### src/rtl/chan_pkg.sv
// Shared widths, buffer state encoding and helpers for the channel router.
package chan_pkg;

    localparam int unsigned CHAN_ADDR_W = 7;
    localparam int unsigned CHAN_DATA_W = 8;

    typedef enum logic [1:0] {
        EMPTY = 2'd0,
        ONE   = 2'd1,
        TWO   = 2'd2
    } buf_state_e;

    function automatic int unsigned clog2(input int unsigned n);
        int unsigned w;
        w = 0;
        for (int unsigned i = 0; i < 32; i++) begin
            if ((32'd1 << i) < n) begin
                w = i + 1;
            end
        end
        return w;
    endfunction

    // A single slot still needs a 1-bit tag so the bus is never zero width.
    function automatic int unsigned tag_width(input int unsigned n);
        return (clog2(n) == 0) ? 1 : clog2(n);
    endfunction

endpackage

### src/rtl/chan_skid2.sv
// Two-entry tagged write buffer with a per-head stall watchdog.
module chan_skid2
    import chan_pkg::*;
#(
    parameter int unsigned TAG_W   = 2,
    parameter int unsigned TIMEOUT = 255
) (
    input  logic                   clk_i,
    input  logic                   rst_ni,
    input  logic                   wr_valid_i,
    input  logic [CHAN_DATA_W-1:0] wr_data_i,
    input  logic [TAG_W-1:0]       wr_tag_i,
    input  logic                   wr_discard_i,
    input  logic                   head_ready_i,
    output logic                   ready_o,
    output logic                   busy_o,
    output logic                   head_valid_o,
    output logic [CHAN_DATA_W-1:0] head_data_o,
    output logic [TAG_W-1:0]       head_tag_o,
    output logic                   drop_o
);

    localparam logic [15:0] WD_LIMIT = 16'(TIMEOUT - 1);

    buf_state_e             state_q;
    logic [CHAN_DATA_W-1:0] hd_data_q, tl_data_q;
    logic [TAG_W-1:0]       hd_tag_q, tl_tag_q;
    logic                   hd_disc_q, tl_disc_q;
    logic [15:0]            wd_q;

    logic push, pop, accept, timeout;

    assign ready_o      = (state_q != TWO);
    assign busy_o       = (state_q != EMPTY);
    assign head_valid_o = busy_o & ~hd_disc_q;
    assign head_data_o  = hd_data_q;
    assign head_tag_o   = hd_tag_q;

    assign push    = wr_valid_i & ready_o;
    assign accept  = head_valid_o & head_ready_i;
    assign timeout = head_valid_o & ~head_ready_i & (wd_q == WD_LIMIT);
    // Discarded entries leave as soon as they reach the head.
    assign pop     = busy_o & (hd_disc_q | accept | timeout);
    assign drop_o  = timeout;

    always_ff @(posedge clk_i or negedge rst_ni) begin
        if (!rst_ni) begin
            state_q   <= EMPTY;
            hd_data_q <= '0;
            hd_tag_q  <= '0;
            hd_disc_q <= 1'b0;
            tl_data_q <= '0;
            tl_tag_q  <= '0;
            tl_disc_q <= 1'b0;
            wd_q      <= '0;
        end else begin
            case (state_q)
                EMPTY: begin
                    if (push) begin
                        hd_data_q <= wr_data_i;
                        hd_tag_q  <= wr_tag_i;
                        hd_disc_q <= wr_discard_i;
                        state_q   <= ONE;
                    end
                end
                ONE: begin
                    if (push && pop) begin
                        hd_data_q <= wr_data_i;
                        hd_tag_q  <= wr_tag_i;
                        hd_disc_q <= wr_discard_i;
                    end else if (push) begin
                        tl_data_q <= wr_data_i;
                        tl_tag_q  <= wr_tag_i;
                        tl_disc_q <= wr_discard_i;
                        state_q   <= TWO;
                    end else if (pop) begin
                        state_q <= EMPTY;
                    end
                end
                TWO: begin
                    if (pop) begin
                        hd_data_q <= tl_data_q;
                        hd_tag_q  <= tl_tag_q;
                        hd_disc_q <= tl_disc_q;
                        state_q   <= ONE;
                    end
                end
                default: state_q <= EMPTY;
            endcase

            if (pop || (state_q == EMPTY)) begin
                wd_q <= '0;
            end else if (head_valid_o) begin
                wd_q <= wd_q + 16'd1;
            end
        end
    end

endmodule

### src/rtl/chan_router.sv
// Routes comm_fpga channel traffic to NUM_SLOTS endpoints: buffered writes, combinational reads.
module chan_router
    import chan_pkg::*;
#(
    parameter int unsigned            NUM_SLOTS = 4,
    parameter logic [CHAN_ADDR_W-1:0] BASE_ADDR = 7'h00,
    parameter int unsigned            TIMEOUT   = 255
) (
    input  logic                             clk_in,
    input  logic                             reset_n_in,
    input  logic [CHAN_ADDR_W-1:0]           chanAddr_in,
    input  logic [CHAN_DATA_W-1:0]           h2fData_in,
    input  logic                             h2fValid_in,
    output logic                             h2fReady_out,
    output logic [CHAN_DATA_W-1:0]           f2hData_out,
    output logic                             f2hValid_out,
    input  logic                             f2hReady_in,
    output logic [CHAN_DATA_W-1:0]           slotH2fData_out,
    output logic [NUM_SLOTS-1:0]             slotH2fValid_out,
    input  logic [NUM_SLOTS-1:0]             slotH2fReady_in,
    input  logic [CHAN_DATA_W*NUM_SLOTS-1:0] slotF2hData_in,
    input  logic [NUM_SLOTS-1:0]             slotF2hValid_in,
    output logic [NUM_SLOTS-1:0]             slotF2hReady_out,
    output logic [7:0]                       dropCount_out,
    output logic                             busy_out
);

    localparam int unsigned TAG_W = tag_width(NUM_SLOTS);

    logic [NUM_SLOTS-1:0] hit_vec;
    logic                 hit;
    logic [TAG_W-1:0]     slot;
    logic                 head_valid, head_ready, drop;
    logic [TAG_W-1:0]     head_tag;
    logic [7:0]           drop_q;

    // Compare in 32 bits so BASE_ADDR+k never wraps into a false hit.
    always_comb begin
        hit_vec = '0;
        slot    = '0;
        for (int unsigned k = 0; k < NUM_SLOTS; k++) begin
            if ({25'd0, chanAddr_in} == ({25'd0, BASE_ADDR} + k)) begin
                hit_vec[k] = 1'b1;
                slot       = TAG_W'(k);
            end
        end
    end

    assign hit = |hit_vec;

    chan_skid2 #(
        .TAG_W   (TAG_W),
        .TIMEOUT (TIMEOUT)
    ) u_skid (
        .clk_i        (clk_in),
        .rst_ni       (reset_n_in),
        .wr_valid_i   (h2fValid_in),
        .wr_data_i    (h2fData_in),
        .wr_tag_i     (slot),
        .wr_discard_i (~hit),
        .head_ready_i (head_ready),
        .ready_o      (h2fReady_out),
        .busy_o       (busy_out),
        .head_valid_o (head_valid),
        .head_data_o  (slotH2fData_out),
        .head_tag_o   (head_tag),
        .drop_o       (drop)
    );

    always_comb begin
        slotH2fValid_out = '0;
        head_ready       = 1'b0;
        for (int unsigned k = 0; k < NUM_SLOTS; k++) begin
            if (head_tag == TAG_W'(k)) begin
                slotH2fValid_out[k] = head_valid;
                head_ready          = slotH2fReady_in[k];
            end
        end
    end

    // Reads wait for the write buffer to drain so read-after-write is coherent.
    always_comb begin
        f2hData_out      = '0;
        f2hValid_out     = ~hit & ~busy_out;
        slotF2hReady_out = '0;
        for (int unsigned k = 0; k < NUM_SLOTS; k++) begin
            if (hit_vec[k]) begin
                f2hData_out         = slotF2hData_in[CHAN_DATA_W*k +: CHAN_DATA_W];
                f2hValid_out        = slotF2hValid_in[k] & ~busy_out;
                slotF2hReady_out[k] = f2hReady_in & ~busy_out;
            end
        end
    end

    always_ff @(posedge clk_in or negedge reset_n_in) begin
        if (!reset_n_in) begin
            drop_q <= '0;
        end else if (drop && (drop_q != 8'hFF)) begin
            drop_q <= drop_q + 8'd1;
        end
    end

    assign dropCount_out = drop_q;

endmodule

### config.mk
export PLATFORM = sky130hd
export DESIGN_NAME = chan_router
export DESIGN_NICKNAME = d
export VERILOG_FILES = /design/src/rtl/chan_pkg.sv /design/src/rtl/chan_skid2.sv /design/src/rtl/chan_router.sv
export SDC_FILE = /design/constraint.sdc
export NUM_CORES = 1
export LEC_CHECK = 0
export BUFFER_PORTS_ARGS = -buffer_cell sky130_fd_sc_hd__buf_2
export CORE_ASPECT_RATIO = 1.2
export CORE_UTILIZATION = 25
export DETAILED_ROUTE_END_ITERATION = 16
export RECOVER_POWER = 50
export SYNTH_ARGS = -nofsm -noshare
export SYNTH_HDL_FRONTEND = slang
export SYNTH_HIERARCHICAL = 1
export SYNTH_SLANG_ARGS = --single-unit
### constraint.sdc
create_clock -name clk_in -period 4.91 [get_ports clk_in]
set_clock_uncertainty 0.15 [all_clocks]
set_input_delay 0.2455 -clock clk_in [delete_from_list [all_inputs] [get_ports clk_in]]
set_output_delay 0.2455 -clock clk_in [all_outputs]
set_load 0.03 [all_outputs]
* After elaboration in Yosys (flattened, before gate mapping)
Cells that the tools add are included.
** Storage, ports and cells
- Bits in registers :: 48
- Bits in latches :: 0
- RAM bits :: 0
- Bits in read-only memories :: 0
- Input port bits :: 59
- Output and inout bits :: 35
- Word-level logic and storage cells :: 106
- Memories :: 0
** Cells by class
- Add/sub/neg operators :: 2
- Multiply operators :: 0
- Div/mod/pow operators :: 0
- Magnitude comparators :: 0
- Eq/ne operators :: 16
- Shift operators :: 0
- Muxes and demuxes :: 47
- Bitwise logic cells :: 19
- Reduce and logical (&&, ||, !) cells :: 13
** Operator list (count)
- $mux 8 :: 7
- $mux 16 :: 2
- $mux 1 :: 24
- $pmux 8 s3 :: 1
- $mux 2 :: 10
- $add 16x1->16 const B :: 1
- $eq 16x8->1 const B :: 1
- $eq 7x2->1 const B :: 2
- $and 1x1->1 :: 12
- $pmux 2 s3 :: 2
- $add 8x1->8 const B :: 1
- $ne 8x8->1 const B :: 1
- $reduce_and 4->1 :: 2
- $eq 7x1->1 const B :: 1
- $logic_not 7->1 :: 1
- $eq 2x2->1 const B :: 3
- $ne 2x1->1 const B :: 3
- $not 1->1 :: 5
- $eq 2x1->1 const B :: 2
- $logic_not 2->1 :: 2
- $ne 2x2->1 const B :: 2
- $reduce_bool 2->1 :: 2
- $reduce_or 4->1 :: 1
- $ne 3x1->1 const B :: 1
- other kinds (6) :: 8

* Logic depth before layout (Yosys ltp)
- Depth in word-level cells :: 14
- Depth in mapped cells :: 9
- Depth with buffers taken out :: 9

* By module
Netlist, hierarchy kept.
** Modules (own cells, without submodules)
- chan_skid2 :: instances 1, cells each 196, area an instance 1979.4 µm², sequential area each 1001.0 µm²
- chan_router :: instances 1, cells each 73, area an instance 874.6 µm², sequential area each 200.2 µm²

* Worst setup path before layout
OpenSTA, ideal clock, no wires.
- Path type :: reg-to-reg
- Start point :: register u_skid.wd_q[0]
- End point :: register drop_q[7] (netlist: dropCount_out[7])
- Library setup time :: 0.144 ns
- Arrival :: 2.142 ns
- Required time :: 4.616 ns
- Slack :: 2.474 ns
- Stages on the path, launching flop included :: 10
- Path buffers :: 0
- Clock period less this slack :: 2.436 ns
- Cell sequence :: dfrtp_1 -> inv_1 -> ha_1 -> or4b_4 -> nor4_4 -> nand3_1 -> inv_1 -> nand4_1 -> a2111oi_1 -> xor2_1
** Between the ends
- Word-level cells in the longest chain between the ends :: 3
** RTL lines
- from (decl) :: line chan_skid2.sv:29 : logic [15:0] wd_q;
- from (signal assigned) :: line chan_skid2.sv:94 : wd_q <= wd_q + 16'd1;
- $eq 16x8->1 :: line chan_skid2.sv:41 : assign timeout = head_valid_o & ~head_ready_i & (wd_q == WD_LIMIT);
- $and 1x1->1 :: line chan_skid2.sv:41
- net drop :: line chan_router.sv:33 : logic head_valid, head_ready, drop;
- $logic_and 1x1->1 :: line chan_router.sv:98 : end else if (drop && (drop_q != 8'hFF)) begin
- to (signal assigned) :: line chan_router.sv:99 : drop_q <= drop_q + 8'd1;
- to (decl) :: line chan_router.sv:35 : logic [7:0] drop_q;
The timed path passes the listed nets, and every way through them passes these cells.
A chain may end at the register's enable or synchronous reset.

* Worst setup path in the final report
- Start point :: register u_skid.hd_tag_q[0] (netlist: u_skid/head_tag_o[0])
- End point :: register u_skid.hd_data_q[7] (netlist: u_skid/head_data_o[7])
** Between the ends
- Word-level cells in the longest chain between the ends :: 13
- Elaborated cells on any way between the ends :: 19
- Classes of those cells :: eq/ne (5); mux (4); bitwise (7); reduce/logical (3)
** RTL lines
- from (decl) :: line chan_skid2.sv:27 : logic [TAG_W-1:0] hd_tag_q, tl_tag_q;
- from (signal assigned) :: line chan_skid2.sv:61 : hd_tag_q <= wr_tag_i;
- from (signal assigned) :: line chan_skid2.sv:69 : hd_tag_q <= wr_tag_i;
- from (signal assigned) :: line chan_skid2.sv:83 : hd_tag_q <= tl_tag_q;
- $logic_not 2->1 :: line chan_router.sv:74 : if (head_tag == TAG_W'(k)) begin
- $mux 1 (3 in series) :: line chan_router.sv:74
- $mux 1 * :: line chan_router.sv:74
- net head_ready :: line chan_router.sv:33
- $not 1->1 :: line chan_skid2.sv:41
- $and 1x1->1 (2 in series) :: line chan_skid2.sv:41
- $or 1x1->1 * :: line chan_skid2.sv:43 : assign pop = busy_o & (hd_disc_q | accept | timeout);
- $and 1x1->1 * :: line chan_skid2.sv:43
- $logic_and 1x1->1 :: line chan_skid2.sv:67 : if (push && pop) begin
- $ne 2x1->1 (no line)
- $reduce_and 4->1 (no line) *
- to (signal assigned) :: line chan_skid2.sv:60 : hd_data_q <= wr_data_i;
- to (signal assigned) :: line chan_skid2.sv:68 : hd_data_q <= wr_data_i;
- to (signal assigned) :: line chan_skid2.sv:82 : hd_data_q <= tl_data_q;
- to (decl) :: line chan_skid2.sv:26 : logic [CHAN_DATA_W-1:0] hd_data_q, tl_data_q;
Mark *: on every way through the listed nets, which the timed path passes. The rest lies on a longest branch.

==> flow_metrics.py <==
metrics = {
    "run_status": {
        "status": "finished with violations",
        "violations": "max-capacitance violations, max-slew violations",
    },
    "grt": {
        "grt_pass1_vias": 2371,
        "grt_pass1_wl_um": 11700,
        "track_usage_pct": 12.3,
        "grt_max_degree": 49,
        "grt-ovfl-total": 0,
        "grt_antenna_before_repair": 0,
    },
    "logic_synthesis": {
        "synth_top_area_share_pct": 42.1,
        "synth.distinct_cells": 51,
        "synth_edf_count": 0,
        "seq_area_frac_synth_pct": 42.1,
        "ys_ff_latch": 48,
        "ys_warn_count": 6,
        "async_flop_share_pct": 100,
        "synth_area_leaders": "dfrtp_1, mux4_2, nor2_1",
        "syn_area_um2": 2850,
        "syn_inst": 269,
        "synth_fp_nets": 331,
        "ys.flop_type": "dfrtp_1",
        "yosysTopAreaCell": "dfrtp_1",
        "synth.avg_cell_area_um2": 10.6,
    },
    "clock_tree": {
        "cts-root-buf": "clkbuf_16",
        "cts_buffer_depth": 2,
        "cts_sinks": 48,
        "postCtsSetupRepairBufs": 0,
        "cts_tree": "built",
        "ctsHoldBuffers": 0,
        "cts_resized": 0,
        "cts_buffers": 5,
        "clk_pin_slew_ns": 0.07,
        "htreeDepth": 2,
        "clk_latency_ns": 0.28,
    },
    "setup_path": {
        "rr_worst_depth": 6,
        "crit_chain": "mux4_2, nor3b_1, o22ai_1, a41oi_1, nor2_1, o2bb2a_1",
        "reg2reg_from": "u_skid/head_tag_o[0]$_DFFE_PN0P_",
        "crit_type": "flip-flop to flip-flop",
        "cp_data_arrival_time_ns": 2.86,
        "cp.required_ns": 4.93,
        "critPathMaxStageDelay_ns": 0.75,
        "rr_endpoint": "u_skid/head_data_o[7]$_DFFE_PN0P_",
        "cp-start-kind": "flip-flop",
        "critPathSlowestCell": "a41oi_1",
        "end_kind": "flip-flop",
        "crit_fanout": 11,
        "r2r_setup_slack_ns": 2.07,
    },
    "final_layout": {
        "stdcell_area_um2": 3580,
        "post_layout_nonfiller_instances": 513,
        "final_nets": 420,
        "num-fill-cells": 1152,
        "diodes": 0,
        "drive_gt1_share_pct": 31.8,
        "area_delta_synth_final_pct": 25.6,
    },
    "placed_design": {
        "dp.cells": 505,
        "post_dp_cell_area_um2": 3440,
        "port_buffers": 93,
        "hpwl_um": 5260,
        "post-place-ws_ns": 2.04,
        "gp_congestion": 0.866,
    },
    "sta": {
        "finalCritPeriodShare_pct": 57.9,
        "relSlewSlack_pct": -71.7,
        "tightest_slew_ns": 2.58,
        "finalSetupTns_ns": 0,
        "finalHoldViolCount": 0,
        "max_freq_mhz": 352,
        "rsz0062_at_grt": "false",
        "fin_crit_ns": 2.84,
        "setup_viol": 0,
        "whs_ns": 0.0319,
        "finalMaxSlewViolations": 49,
        "setup_slack_ns": 2.07,
    },
    "floorplan": {
        "fp.dieW_um": 99.5,
        "ios": 94,
        "design.die.area_um2": 11800,
        "die_h_um": 119,
        "rows": 42,
        "initial_core_util_pct": 25.7,
        "core_area_um2": 11100,
    },
    "hold_path": {
        "whs_endpoint": "u_skid/tl_data_q[1]$_DFFE_PN0P_",
        "holdPathStages": 2,
        "hold_path.class": "input port to flip-flop",
        "min-delay-start": "h2fData_in[1]",
    },
    "routing": {
        "ant_nets": 0,
        "drt-initial-drc-count": 188,
        "wl_per_cell_um": 13.4,
        "post-route-drc-count": 0,
        "routed_via_density": 4.62,
        "dr.pass1.iters": 4,
        "routed_wl_um": 6870,
        "dr_total_vias": 2369,
    },
    "power": {
        "ir_drop_v": 0.000219,
        "p_leak_nw": 1.61,
        "power_density_nw_per_um2": 405,
    },
    "flow_run": {
        "drv_cap": 1,
    },
}
==> cells in the mapped netlist, types with 2 or more instances <==
| cell | number |
|---|---|
| nor3b_1 | 2 |
| buf_2 | 2 |
| nor3_1 | 2 |
| xor2_1 | 7 |
| nor2_1 | 36 |
| dfrtp_1 | 48 |
| mux4_2 | 10 |
| o21ai_0 | 10 |
| nor2b_4 | 7 |
| inv_1 | 7 |
| or2_2 | 2 |
| nor4_1 | 2 |
| mux2_1 | 10 |
| nand2b_1 | 3 |
| mux2_2 | 4 |
| xnor2_1 | 10 |
| nand2_1 | 21 |
| o22ai_1 | 5 |
| clkbuf_1 | 5 |
| nand4_1 | 5 |
| nor2_2 | 2 |
| nand3_1 | 10 |
| ha_1 | 3 |
| a21oi_1 | 4 |
| o21bai_1 | 9 |
| and3_1 | 8 |
| a21boi_1 | 8 |
| mux2i_1 | 2 |
| and4_1 | 3 |
==> registers in the layout, summed over array words and instances (netlist names) <==
signal              count
u_skid/tl_disc_q        1
u_skid/head_data_o      8
u_skid/head_tag_o       2
u_skid/tl_data_q        8
u_skid/hd_disc_q        1
u_skid/state_q          2
u_skid/wd_q            16
u_skid/tl_tag_q         2
dropCount_out           8
==> metal layers <==
| metal | vias to the layer above | global-route usage (%) | wire length, um |
|---|---|---|---|
| li1 | 1139 | - | - |
| met1 | 1170 | 15.9 | 3100 |
| met2 | 47 | 20.4 | 3380 |
| met3 | 13 | 1.94 | 200 |
| met4 | 0 | 4.78 | 190 |
| met5 | - | 0 | 0 |
==> cell type report <==
cell class / instances / area (um^2) / share of cell area [%]
sequential: 48 / 1200 / 33.5
tap: 154 / 193 / 5.38
inverter: 7 / 26.3 / 0.733
clock buffer: 5 / 125 / 3.49
multi-input combinational: 203 / 1550 / 43.3
clock inverter: 3 / 42.5 / 1.19
timing repair buffer: 93 / 444 / 12.4
==> worst max path at each step <==
stage / from / end / slack [ns] / cells after the start
after floorplan: u_skid/wd_q[0]$_DFFE_PN0P_ / dropCount_out[7]$_DFFE_PN0P_ / 2.47 / 9
after global placement: u_skid/head_tag_o[0]$_DFFE_PN0P_ / u_skid/head_data_o[7]$_DFFE_PN0P_ / 2.10 / 6
after detailed placement: u_skid/head_tag_o[0]$_DFFE_PN0P_ / u_skid/head_data_o[7]$_DFFE_PN0P_ / 2.04 / 6
after CTS: u_skid/head_tag_o[0]$_DFFE_PN0P_ / u_skid/head_data_o[7]$_DFFE_PN0P_ / 2.01 / 6
after global routing: u_skid/head_tag_o[0]$_DFFE_PN0P_ / u_skid/head_data_o[7]$_DFFE_PN0P_ / 1.77 / 6
final: u_skid/head_tag_o[0]$_DFFE_PN0P_ / u_skid/head_data_o[7]$_DFFE_PN0P_ / 2.07 / 6
==> worst max-delay path: cells and delay by family (launching register included) <==
family,cells,cell delay (ns)
AO/OA/AOI/OAI,3,1.18
multiplexers,1,0.58
AND/OR/NAND/NOR,2,0.38
flip-flops,1,0.43
==> power by group <==
group / total [mW] / internal [mW] / switching, mW / leakage (nW)
clock network: 0.385 / 0.239 / 0.145 / 0.0798
registers: 0.566 / 0.490 / 0.0759 / 0.611
logic: 0.503 / 0.193 / 0.310 / 0.915
total: 1.45 / 0.921 / 0.531 / 1.61
==> cells by family after synthesis <==
| kind of cell | after synthesis | synth area share, % |
|---|---|---|
| mux | 26 | 14.1 |
| compound gates | 47 | 11.2 |
| simple gates | 110 | 22.6 |
| xor+xnor | 17 | 5.22 |
| fa+ha+maj | 3 | 1.32 |
| flops | 48 | 42.1 |
| buf+inv | 18 | 3.42 |
==> placed cells by master (no fill, tap or decap), types with 7 or more instances in the layout <==
master / n
buf_2: 76
dfrtp_1: 48
nor2_1: 36
nand2_1: 21
clkbuf_1: 17
mux4_2: 10
nand3_1: 10
o21ai_0: 10
xnor2_1: 10
mux2_1: 10
o21bai_1: 9
and3_1: 8
a21boi_1: 8
nor2b_4: 7
inv_1: 7
xor2_1: 7
==> stage by stage <==
stage / total power [mW] / util (%)
floorplan: 0.936 / -
global placement: 1.08 / 31.0
detailed placement: 1.09 / 31.0
CTS: 1.48 / 32.5
global route: 1.54 / 32.3
finish: 1.45 / 32.3
Power figures use the tool's default switching activity.
